$ cat config.mk
export PLATFORM = sky130hd
export DESIGN_NAME = muldiv_seq
export DESIGN_NICKNAME = d
export VERILOG_FILES = /design/src/rtl/muldiv_seq.sv
export SDC_FILE = /design/constraint.sdc
export NUM_CORES = 1
export LEC_CHECK = 0
export BUFFER_PORTS_ARGS = -buffer_cell sky130_fd_sc_hd__buf_2
export CELL_PAD_IN_SITES_DETAIL_PLACEMENT = 0
export CELL_PAD_IN_SITES_GLOBAL_PLACEMENT = 1
export CORE_ASPECT_RATIO = 1.4
export CORE_MARGIN = 2
export CORE_UTILIZATION = 25
export DETAILED_ROUTE_END_ITERATION = 8
export PLACE_DENSITY_LB_ADDON = 0.1
export RECOVER_POWER = 50
export SLEW_MARGIN = 20
export SYNTH_ARGS = -nofsm -noshare
export SYNTH_HDL_FRONTEND = slang
export SYNTH_SLANG_ARGS = --single-unit
export TNS_END_PERCENT = 5
$ cat constraint.sdc
create_clock -name clk -period 3 [get_ports clk]
set_input_delay 0.45 -clock clk [delete_from_list [all_inputs] [get_ports clk]]
set_output_delay 0.45 -clock clk [all_outputs]
set_load 0.02 [all_outputs]
$ cat src/rtl/muldiv_seq.sv
// Iterative multi-cycle multiply/divide unit: 32-step shift-add multiply and restoring divide.
// Define MULDIV_SIGNED_EN to honour op[1] as the signed-operation select.
module muldiv_seq #(
  parameter int WIDTH = 32
) (
  input  logic             clk,
  input  logic             rst_n,
  input  logic             start,
  input  logic [1:0]       op,
  input  logic [WIDTH-1:0] x,
  input  logic [WIDTH-1:0] y,
  output logic             busy,
  output logic             done,
  output logic [WIDTH-1:0] result,
  output logic [WIDTH-1:0] result2,
  output logic             div_zero
);

  typedef enum logic [2:0] {
    S_IDLE,
    S_MUL,
    S_DIV,
    S_FIX,
    S_DONE
  } state_e;

  state_e           state_q, state_d;
  logic [4:0]       cnt_q, cnt_d;
  logic [WIDTH-1:0] hi_q, hi_d;
  logic [WIDTH-1:0] lo_q, lo_d;
  logic [WIDTH-1:0] opnd_q, opnd_d;
  logic [WIDTH-1:0] result_q, result_d;
  logic [WIDTH-1:0] result2_q, result2_d;
  logic             div_zero_q, div_zero_d;

  logic [WIDTH-1:0] x_mag, y_mag;
  logic [WIDTH:0]   mul_sum;
  logic [WIDTH:0]   div_shift;
  logic [WIDTH:0]   div_diff;

`ifdef MULDIV_SIGNED_EN
  logic is_div_q, is_div_d;
  logic neg_quo_q, neg_quo_d;
  logic neg_rem_q, neg_rem_d;

  assign x_mag = (op[1] && x[WIDTH-1]) ? -x : x;
  assign y_mag = (op[1] && y[WIDTH-1]) ? -y : y;
`else
  logic unused_op1;

  assign unused_op1 = op[1];
  assign x_mag      = x;
  assign y_mag      = y;
`endif

  // MUL: conditional add into the high half; the carry shifts back in with {carry, hi, lo} >> 1.
  assign mul_sum   = {1'b0, hi_q} + (lo_q[0] ? {1'b0, opnd_q} : '0);
  // DIV: bit WIDTH of the 33-bit difference is the borrow, i.e. the trial went negative.
  assign div_shift = {hi_q, lo_q[WIDTH-1]};
  assign div_diff  = div_shift - {1'b0, opnd_q};

  always_comb begin
    // NOTE: every variable gets its hold value first so no path through the case infers a latch.
    state_d    = state_q;
    cnt_d      = cnt_q;
    hi_d       = hi_q;
    lo_d       = lo_q;
    opnd_d     = opnd_q;
    result_d   = result_q;
    result2_d  = result2_q;
    div_zero_d = div_zero_q;
`ifdef MULDIV_SIGNED_EN
    is_div_d   = is_div_q;
    neg_quo_d  = neg_quo_q;
    neg_rem_d  = neg_rem_q;
`endif

    unique case (state_q)
      S_IDLE: begin
        if (start) begin
          cnt_d      = '0;
          hi_d       = '0;
          div_zero_d = 1'b0;
`ifdef MULDIV_SIGNED_EN
          is_div_d   = op[0];
          neg_quo_d  = op[1] & (x[WIDTH-1] ^ y[WIDTH-1]);
          neg_rem_d  = op[1] & x[WIDTH-1];
`endif
          if (!op[0]) begin
            lo_d    = y_mag;
            opnd_d  = x_mag;
            state_d = S_MUL;
          end else if (y == '0) begin
            result_d   = '1;
            result2_d  = x;
            div_zero_d = 1'b1;
            state_d    = S_DONE;
          end else begin
            lo_d    = x_mag;
            opnd_d  = y_mag;
            state_d = S_DIV;
          end
        end
      end

      S_MUL: begin
        hi_d  = mul_sum[WIDTH:1];
        lo_d  = {mul_sum[0], lo_q[WIDTH-1:1]};
        cnt_d = cnt_q + 5'd1;
        if (cnt_q == 5'(WIDTH - 1)) state_d = S_FIX;
      end

      S_DIV: begin
        hi_d  = div_diff[WIDTH] ? div_shift[WIDTH-1:0] : div_diff[WIDTH-1:0];
        lo_d  = {lo_q[WIDTH-2:0], ~div_diff[WIDTH]};
        cnt_d = cnt_q + 5'd1;
        if (cnt_q == 5'(WIDTH - 1)) state_d = S_FIX;
      end

      S_FIX: begin
`ifdef MULDIV_SIGNED_EN
        if (!is_div_q) begin
          {result2_d, result_d} = neg_quo_q ? -{hi_q, lo_q} : {hi_q, lo_q};
        end else begin
          result_d  = neg_quo_q ? -lo_q : lo_q;
          result2_d = neg_rem_q ? -hi_q : hi_q;
        end
`else
        result_d  = lo_q;
        result2_d = hi_q;
`endif
        state_d = S_DONE;
      end

      S_DONE:  state_d = S_IDLE;
      default: state_d = S_IDLE;
    endcase
  end

  always_ff @(posedge clk or negedge rst_n) begin
    if (!rst_n) begin
      state_q    <= S_IDLE;
      cnt_q      <= '0;
      hi_q       <= '0;
      lo_q       <= '0;
      opnd_q     <= '0;
      result_q   <= '0;
      result2_q  <= '0;
      div_zero_q <= 1'b0;
`ifdef MULDIV_SIGNED_EN
      is_div_q   <= 1'b0;
      neg_quo_q  <= 1'b0;
      neg_rem_q  <= 1'b0;
`endif
    end else begin
      // NOTE: non-blocking updates so every register samples the pre-edge values of the others.
      state_q    <= state_d;
      cnt_q      <= cnt_d;
      hi_q       <= hi_d;
      lo_q       <= lo_d;
      opnd_q     <= opnd_d;
      result_q   <= result_d;
      result2_q  <= result2_d;
      div_zero_q <= div_zero_d;
`ifdef MULDIV_SIGNED_EN
      is_div_q   <= is_div_d;
      neg_quo_q  <= neg_quo_d;
      neg_rem_q  <= neg_rem_d;
`endif
    end
  end

  assign busy     = (state_q != S_IDLE);
  assign done     = (state_q == S_DONE);
  assign result   = result_q;
  assign result2  = result2_q;
  assign div_zero = div_zero_q;

endmodule

==> results of run 1 <==
==> tightest hold or removal path, stage by stage <==
cell     delay (ns)
buf_2          0.11
nand2_1        0.05
a31oi_1        0.07
==> sequential cells by signal (all words and copies together) (netlist names) <==
name	count
cnt_q	5
div_zero	1
hi_q	32
lo_q	32
opnd_q	32
result	32
result2	32
state_q	3
==> Yosys cell counts, drive strengths merged (6+ instances only) <==
cell and count:
nor2b 13, a21oi 61, xnor2 32, nand2 179
nor4 9, clkbuf 68, o22a 32, inv 50
nor3 15, nor2 111, ha 66, a221oi 36
xor2 17, a31oi 43, and2 38, a21o 26
nand2b 9, nand3 11, o211ai 16, a22oi 16
and3 6, mux2i 78, o221ai 6, a211oi 17
buf 15, o21bai 7, nand4 12, o21a 10
o21ai 123, dfrtp 169
==> cell type report <==
class | instances | share of cell area, %
Tap cell | 617 | 4.94
Multi-Input combinational cell | 1043 | 46.7
Clock inverter | 14 | 0.825
Antenna cell | 1 | 0.0160
Inverter | 50 | 1.20
Clock buffer | 18 | 2.81
Sequential cell | 169 | 27.1
Timing Repair Buffer | 369 | 16.5
==> logic make-up (layout without fill, tap and decap cells) <==
logic type | after synthesis | after routing | synth area share (%)
other | 0 | 1 | 0
DFF | 169 | 169 | 36.3
AOI/OAI and AO/OA | 427 | 427 | 24.7
buffers and inverters | 133 | 451 | 4.50
adders and majority gates | 68 | 68 | 7.44
muxes | 82 | 82 | 7.10
and+or+nand+nor | 417 | 417 | 16.2
xor gates and xnor gates | 49 | 49 | 3.75
==> stage by stage <==
step | total power (uW) | hold slack, ns | setup WS (ns)
3_3_place_gp | 15400 | 0.470 | -0.347
6_report | 18200 | 0.272 | -0.0500
2_1_floorplan | 10600 | 0.154 | 0.0450
4_1_cts | 18300 | 0.246 | -0.156
3_5_place_dp | 15400 | 0.472 | -0.381
5_1_grt | 19700 | 0.272 | -0.196
==> where the power goes <==
part / switching, uW / internal (uW)
clock: 1100 / 1120
sequential: 931 / 3330
combinational: 6520 / 5160
==> layer usage <==
metal,global-route usage [%],vias up,routed length [um]
li1,-,5500,-
met1,24.2,5397,20500
met2,33.1,167,22600
met3,2.12,47,1090
met4,5.22,4,789
met5,0,-,18
==> worst paths after layout <==
| path | from | to | slack (ns) | cells past startpoint |
|---|---|---|---|---|
| hold reg to reg | result[29] | result[29] | 0.49 | 1 |
| setup / recovery | lo_q[0] | hi_q[26] | -0.05 | 12 |
| setup reg to reg | lo_q[0] | hi_q[26] | -0.05 | 12 |
| min in group asynchronous | rst_n | result[7] | 0.99 | 2 |
| hold / removal | x[7] | result2[7] | 0.27 | 3 |
| max in group asynchronous | rst_n | hi_q[29] | 0.37 | 3 |
==> repair_timing <==
item | 4_1_cts | 5_1_grt
pin swaps | 14 | 26
endpoints found under the setup margin | 33 | 33
hold buffers | 1 | 0
buffers inserted | 10 | 3
resized for setup | 45 | 40
hold endpoints to repair | 2 | 0
==> run_results.csv, run 1 <==
group,metric,value,unit
routing,finalWirelength,45.0,mm
setup_path,cp_data_required_time,3.34,ns
finish,final-instance-count-excl-fill,2281,
die,die_height,259,um
routing,wire_per_inst,19.7,um
setup_path,max_stage_delay,0.43,ns
routing,drt_iter0_markers,435,
setup_path,critPathBufInv,2,
setup_path,path_class,"flop to flop",
die,num_rows,93,
pwr,leakagePower,0.00722,uW
sta,worst_slew_pin_slew,1.82,ns
routing,drc_errors,0,
outcome,status,"finished, violations left",
worst_hold_path,hp-class,"input port to flop",
setup_path,crit_chain,"buf_8 -> and2_1 -> ha_1 -> a21o_1 -> a21o_1 -> a211oi_2 -> o21ai_1 -> or3_1 -> o21ai_1 -> buf_4 -> xnor2_1 -> a221o_1",
sta,finalSetupViolCount,4,
finish,multi_input_area,0.00729,mm2
global_route,antenna_found_initial,2,
synthesis,synth-edff-count,0,
placed_design,placed_area,0.0146,mm2
finish,fin_area,0.0156,mm2
routing,viasPerCell,4.87,
die,core,0.0460,mm2
synthesis,syn_nets,1482,
setup_path,arrival,3.39,ns
finish,ff_latch_area,0.00423,mm2
synthesis,async_reset_ff_share,100,%
setup_path,crit_path_max_fanout,21,
routing,firstDrtPassIters,5,
sta,layout_min_cycle_time,3.05,ns
setup_path,crit_slowest_cell,"dfrtp_1",
finish,final_util,34.0,%
clock_tree,cts.htree.levels,4,
clock_tree,cts_tree,"yes",
synthesis,yosys-top-cells-area,"dfrtp_1 (36%), ha_1 (7.1%), mux2i_1 (6.7%)",
synthesis,synthCells,1345,
finish,final_cell_mix,"buf_4 (217), nand2_1 (177), dfrtp_1 (169)",
synthesis,synth_area_leader_cell,"dfrtp_1",
sta,fmax,0.328,GHz
global_route,overflow,0,
sta,finalCritPeriodShare,102,%
synthesis,ys_warn_count,0,
finish,layout.nets,1787,
placed_design,portBuffers,134,
synthesis,synth-main-ff-cell,"dfrtp_1",
synthesis,yosys.area.top_type_share,36.3,%
die,die_w,186,um
sta,fin_setup_tns,-0.110,ns
clock_tree,ctsRootBufferMaster,"clkbuf_16",
global_route,grt_pass1_vias,11600,
outcome,violations,"capacitance limit, slew limit, setup timing",
routing,dr_total_vias,11100,
setup_path,end_kind,"flop",
sta,slew_headroom,-21.5,%
pwr,power.density,1160,mW/mm2
clock_tree,numClockSinks,169,
clock_tree,clk_pin_slew,0.08,ns
sta,slew_viol_final,68,
placed_design,hpwl,35.2,mm
routing,ant_nets,0,
die,initial_core_util,25.3,%
placed_design,dp_cells,2236,
finish,nFillCells,4882,
synthesis,synth_cell_types,69,
synthesis,yosysSeqAreaShare,36.3,%
sta,rsz0062_at_grt,"true",
global_route,grt_pass1_wl,70.2,mm
finish,area_growth_syn_to_layout,34.3,%
synthesis,syn_area,0.0116,mm2
setup_path,cpLargestDelayFamily,"compound AO/OA/AOI/OAI gates",
die,pin_count,136,
clock_tree,cts_buffer_depth,2,
run,cap_violations,1,
die,die_area,0.0483,mm2
sta,skew,0.0126,ns
synthesis,synth-seq-cells,169,
pwr,ir_drop,0.434,mV
finish,final_common_cell,"buf_4",
clock_tree,cts_buffers,17,
global_route,groute.usage.overall,18.7,%
finish,drive_gt1_share,27.7,%
synthesis,syn_area_per_cell,8.65,um2
clock_tree,worstSkewPairLatency,0.45,ns
global_route,grt_max_degree,69,
placed_design,finalWeightedCongestion,0.825,
sta,hold_viol,0,
setup_path,critPathLaunchType,"flop",
sta,setup_slack,-0.0500,ns
Power figures use the tool's default switching activity.
==> run 2: changes to the inputs <==
==> constraint.sdc (replaced) <==
create_clock -name clk -period 3 [get_ports clk]
set_input_delay 0.3 -clock clk [delete_from_list [all_inputs] [get_ports clk]]
set_output_delay 0.3 -clock clk [all_outputs]
set_load 0.02 [all_outputs]
==> run 2 against run 1 <==
  * The run still ends with capacitance limit, slew limit, setup timing left
  * Worst hold slack lost 0.16 ns
  * Die area is the same
  * Final area shrank 1.6%
  * First-iteration DRC count grew 17%
  * Clock skew grew 0.00080 ns
  * Non-clock buffer count shrank 22
  * Worst setup slack gained 0.046 ns
  * Critical endpoint is now hi_q[24]
==> run_results.csv, run 2 (synthesis gave the netlist of run 1 again) <==
group,metric,value,unit
routing,dr_total_vias,11100,
setup_path,max_stage_delay,0.47,ns
setup_path,arrival,3.33,ns
setup_path,crit_slowest_cell,"dfrtp_2",
clock_tree,clk_pin_slew,0.08,ns
pwr,p_int,9360,uW
sta,finalCritPeriodShare,100,%
clock_tree,numClockSinks,169,
clock_tree,cts_tree,"yes",
sta,fmax,0.333,GHz
clock_tree,cts_buffer_depth,2,
worst_hold_path,hold_start,"x[25]",
placed_design,portBuffers,134,
sta,slew_headroom,-34.0,%
clock_tree,cts_buffers,17,
setup_path,cp_data_required_time,3.33,ns
setup_path,critPathLaunchType,"flop",
pwr,power.switching,8650,uW
worst_hold_path,hp-class,"input port to flop",
setup_path,path_common_cell,"buf_4",
die,core,0.0460,mm2
worst_hold_path,hold_end,"result2[25]",
routing,drt_iter0_markers,508,
finish,area_growth_syn_to_layout,32.1,%
outcome,violations,"capacitance limit, slew limit, setup timing",
global_route,antenna_found_initial,2,
pwr,sequentialPowerShare,24.1,%
run,cap_violations,1,
setup_path,crit_chain,"and2_1 -> ha_1 -> and3_1 -> a221oi_2 -> buf_4 -> and2_1 -> a21o_1 -> a21oi_1 -> buf_4 -> buf_4 -> o31ai_2 -> buf_4 -> o21bai_1 -> xnor2_1 -> o221ai_1",
die,die_w,186,um
setup_path,r2r_end,"hi_q[24]",
pwr,clockPowerShare,12.8,%
sta,slew_viol_final,75,
pwr,power.total,18000,uW
routing,drc_errors,0,
outcome,status,"finished, violations left",
global_route,grt_max_degree,75,
clock_tree,cts.htree.levels,4,
pwr,ir_drop,0.443,mV
die,pin_count,136,
clock_tree,ctsRootBufferMaster,"clkbuf_16",
pwr,switching_share,48.0,%
finish,final_common_cell,"buf_4",
global_route,grt_pass1_wl,71.1,mm
clock_tree,worstSkewPairLatency,0.46,ns
setup_path,r2r-start,"lo_q[0]",
routing,finalWirelength,45.9,mm
routing,wire_per_inst,20.3,um
die,num_rows,93,
sta,skew,0.0134,ns
sta,layout_min_cycle_time,3.00,ns
placed_design,hpwl,35.6,mm
routing,viasPerCell,4.90,
finish,nFillCells,4884,
setup_path,r2r_cells,15,
finish,antenna_cells,0,
setup_path,crit_path_max_fanout,8,
routing,ant_nets,0,
global_route,groute.usage.overall,19.2,%
global_route,grt_pass1_vias,11700,
global_route,overflow,0,
sta,hold_viol,0,
finish,fin_area,0.0154,mm2
setup_path,rrSetupSlack,-0.004,ns
die,initial_core_util,25.3,%
die,die_height,259,um
placed_design,finalWeightedCongestion,0.854,
pwr,leakagePower,0.00698,uW
sta,rsz0062_at_grt,"true",
finish,drive_gt1_share,24.3,%
sta,setup_slack,-0.00428,ns
worst_hold_path,whs_path_depth,3,
setup_path,startpoint,"lo_q[0]",
placed_design,place_ws,-0.414,ns
sta,hold_ws,0.110,ns
routing,firstDrtPassIters,5,
finish,final_cell_mix,"buf_4 (197), nand2_1 (176), dfrtp_1 (165)",
die,die_area,0.0483,mm2
placed_design,placed_area,0.0144,mm2
pwr,combPwrFrac,63.1,%
sta,finalSetupViolCount,1,
sta,fin_setup_tns,-0.00428,ns
finish,layout.nets,1765,
setup_path,path_class,"flop to flop",
pwr,power.density,1170,mW/mm2
setup_path,end_kind,"flop",
sta,worst_slew_pin_slew,2.01,ns
## run 2: worst max-delay path, delay by kind of cell (launching register included)
family	cells	cell delay, ns
AOI/OAI and AO/OA	6	0.86
xor gates and xnor gates	1	0.16
adders and majority gates	1	0.29
buffers and inverters	4	0.60
DFF	1	0.47
and+or+nand+nor	3	0.49
## run 2: routing by layer
| layer | part of all wire [%] | GRT usage, % | vias to the layer above |
|---|---|---|---|
| li1 | - | - | 5457 |
| met1 | 45 | 23.9 | 5386 |
| met2 | 51 | 35.0 | 181 |
| met3 | 2.6 | 2.30 | 38 |
| met4 | 1.7 | 5.00 | 4 |
| met5 | 0.041 | 0 | - |
## run 2: stage by stage
stage / util [%] / instances
after global placement: 31.3 / 2211
after detailed placement: 31.3 / 2211
after global routing: 33.4 / 2258
final: 33.4 / 2258
after floorplan: - / 1345
after CTS: 33.2 / 2247
## run 2: worst max path at each step
| stage | end | slack (ns) | cells after the start |
|---|---|---|---|
| global placement | lo_q[0] | -0.40 | 14 |
| floorplan | hi_q[22] | 0.05 | 13 |
| detailed placement | lo_q[0] | -0.41 | 14 |
| finish | hi_q[24] | -0.004 | 15 |
| global route | hi_q[24] | -0.20 | 15 |
| CTS | hi_q[19] | -0.05 | 15 |
## run 2: area by class of cell
type / instances / area (um2) / share of cell area, %
Clock inverter: 14 / 145 / 0.944
Timing Repair Buffer: 347 / 2350 / 15.3
Clock buffer: 18 / 439 / 2.86
Tap cell: 617 / 772 / 5.02
Multi-Input combinational cell: 1043 / 7240 / 47.1
Sequential cell: 169 / 4230 / 27.6
Inverter: 50 / 188 / 1.22
## run 2: what timing repair did
item                       4_1_cts  5_1_grt
setup endpoints to repair       25       30
gates cloned                     0        1
pin swaps                       12       24
gates resized for setup         44       36
setup buffers                    3       10
hold buffers                     1        0
hold endpoints to repair        71        0
## run 2: power by group through the flow
stage | registers (uW) | clock network (uW) | logic (uW)
2_1_floorplan | 4560 | 0 | 6030
6_report | 4340 | 2300 | 11400
5_1_grt | 4490 | 2450 | 12500
4_1_cts | 4340 | 2380 | 11300
3_3_place_gp | 4370 | 0 | 10900
3_5_place_dp | 4370 | 0 | 10900
==> run 3: changes to the inputs <==
Settings changed: CELL_PAD_IN_SITES_DETAIL_PLACEMENT 0 to default, CELL_PAD_IN_SITES_GLOBAL_PLACEMENT 1 to default, PLACE_DENSITY_LB_ADDON 0.1 to default.
==> run 3 against run 2 <==
  * The flow still finishes with violations (capacitance limit, slew limit, setup timing)
  * Total power decreased by 4.8%
  * Critical endpoint is now hi_q[30]
  * Largest cell class unchanged
  * Fmax decreased by 1.0%
  * Clock skew decreased by 0.0017 ns
  * Clock power increased by 3%
==> run_results.csv, run 3 (synthesis gave the netlist of run 1 again) <==
group,metric,value,unit
sta,fmax,0.329,GHz
placed_design,dp_cells,2164,
finish,multi_input_area,0.00722,mm2
setup_path,crit_chain,"buf_12 -> nand2_1 -> inv_1 -> ha_1 -> a21o_1 -> nand4_1 -> a21o_1 -> a21o_1 -> a21oi_4 -> o21ai_2 -> o41ai_2 -> xnor2_1 -> o21ai_1",
finish,layout.nets,1706,
clock_tree,numClockSinks,169,
routing,top_layer_used,"met4",
die,die_area,0.0483,mm2
pwr,p_int,9070,uW
global_route,overflow,0,
finish,final-instance-count-excl-fill,2199,
finish,drive_gt1_share,22.6,%
die,pin_count,136,
sta,skew,0.0117,ns
finish,antenna_cells,0,
pwr,ir_drop,0.610,mV
finish,final_cell_mix,"nand2_1 (177), dfrtp_1 (168), buf_4 (140)",
outcome,violations,"capacitance limit, slew limit, setup timing",
sta,slew_headroom,-14.9,%
routing,drt_iter0_markers,706,
worst_hold_path,hp-class,"input port to flop",
global_route,antenna_found_initial,0,
pwr,combPwrFrac,61.3,%
clock_tree,worstSkewPairLatency,0.45,ns
sta,finalSetupViolCount,1,
die,core,0.0460,mm2
sta,worst_slew_pin_slew,1.72,ns
finish,fin_area,0.0149,mm2
die,die_height,259,um
setup_path,cp_data_required_time,3.32,ns
setup_path,end_kind,"flop",
clock_tree,cts_tree,"yes",
routing,wire_per_inst,17.8,um
routing,firstDrtPassIters,6,
clock_tree,cts.htree.levels,4,
sta,setup_slack,-0.0358,ns
clock_tree,cts_buffer_depth,2,
sta,hold_viol,0,
die,die_w,186,um
finish,ff_latch_area,0.00423,mm2
setup_path,path_common_cell,"a21o_1",
sta,slew_viol_final,68,
global_route,grt_pass1_vias,11200,
global_route,grt_max_degree,68,
setup_path,max_stage_delay,0.45,ns
routing,finalWirelength,39.2,mm
die,num_rows,93,
setup_path,crit_path_max_fanout,11,
pwr,clockPowerShare,13.9,%
pwr,sequentialPowerShare,24.9,%
routing,drc_errors,0,
finish,final_util,32.5,%
placed_design,portBuffers,134,
setup_path,arrival,3.35,ns
placed_design,placed_area,0.0141,mm2
finish,area_growth_syn_to_layout,28.3,%
placed_design,hpwl,30.5,mm
pwr,power.switching,8080,uW
run,cap_violations,1,
clock_tree,ctsRootBufferMaster,"clkbuf_16",
routing,viasPerCell,5.05,
routing,route.met3.wl,1.40,mm
global_route,grt_pass1_wl,61.4,mm
global_route,groute.usage.overall,15.9,%
routing,wl_met2,20.3,mm
pwr,power.total,17100,uW
sta,layout_min_cycle_time,3.04,ns
die,initial_core_util,25.3,%
outcome,status,"finished, violations left",
pwr,leakagePower,0.00674,uW
routing,wl_met1,16.0,mm
placed_design,finalWeightedCongestion,0.911,
setup_path,crit_slowest_cell,"o41ai_2",
pwr,power.density,1150,mW/mm2
finish,final_common_cell,"nand2_1",
setup_path,path_class,"flop to flop",
routing,dr_total_vias,11100,
routing,ant_nets,0,
sta,finalCritPeriodShare,101,%
clock_tree,clk_pin_slew,0.07,ns
setup_path,critPathLaunchType,"flop",
finish,nFillCells,4794,
clock_tree,cts_buffers,17,
sta,rsz0062_at_grt,"true",
pwr,switching_share,47.1,%
placed_design,place_ws,-0.142,ns
run 3: worst paths after layout:
path / startpoint / endpoint / depth (start not counted) / slack, ns
hold / removal: x[25] / result2[25] / 3 / 0.12
hold reg to reg: result[29] / result[29] / 1 / 0.49
min in group asynchronous: rst_n / result[4] / 2 / 0.84
max in group asynchronous: rst_n / hi_q[30] / 3 / 0.46
setup reg to reg: lo_q[0] / hi_q[30] / 13 / -0.04
setup / recovery: lo_q[0] / hi_q[30] / 13 / -0.04
run 3: what timing repair did:
item / in CTS / in global routing
setup endpoints to repair: 24 / 33
pin swaps: 3 / 22
hold buffers: 1 / 0
setup buffers: 0 / 4
gates resized for setup: 17 / 50
endpoints found under the hold margin: 65 / 0
run 3: worst max-delay path, delay by kind of cell (launching register included):
family,cells,cell delay (ns)
adders and majority gates,1,0.27
AOI/OAI and AO/OA,7,1.57
and+or+nand+nor,2,0.24
xor gates and xnor gates,1,0.17
DFF,1,0.44
buffers and inverters,2,0.20
run 3: layout make-up:
| type | count | area share [%] |
|---|---|---|
| Sequential cell | 169 | 28.3 |
| Tap cell | 617 | 5.17 |
| Inverter | 50 | 1.26 |
| Timing Repair Buffer | 288 | 12.8 |
| Clock buffer | 18 | 2.88 |
| Clock inverter | 14 | 1.23 |
| Multi-Input combinational cell | 1043 | 48.4 |
run 3: per-layer routing:
layer  GRT usage, %  vias to the layer above
li1               -                     5344
met1           18.5                     5377
met5              0                        -
met2           29.0                      300
met4           7.58                        0
met3           1.76                       87
run 3: power by group through the flow:
stage / Combinational (uW) / Clock (uW) / Sequential [uW]
3_5_place_dp: 10100 / 0 / 4280
4_1_cts: 10300 / 2440 / 4240
3_3_place_gp: 10000 / 0 / 4260
5_1_grt: 11500 / 2500 / 4380
6_report: 10500 / 2380 / 4270
2_1_floorplan: 6030 / 0 / 4560
run 3: per-stage QoR:
step | hold slack, ns | setup TNS (ns)
floorplan | 0.00441 | 0
global placement | 0.348 | -1.18
detailed placement | 0.348 | -1.60
CTS | 0.103 | -0.0414
global route | 0.122 | -1.14
finish | 0.123 | -0.0358
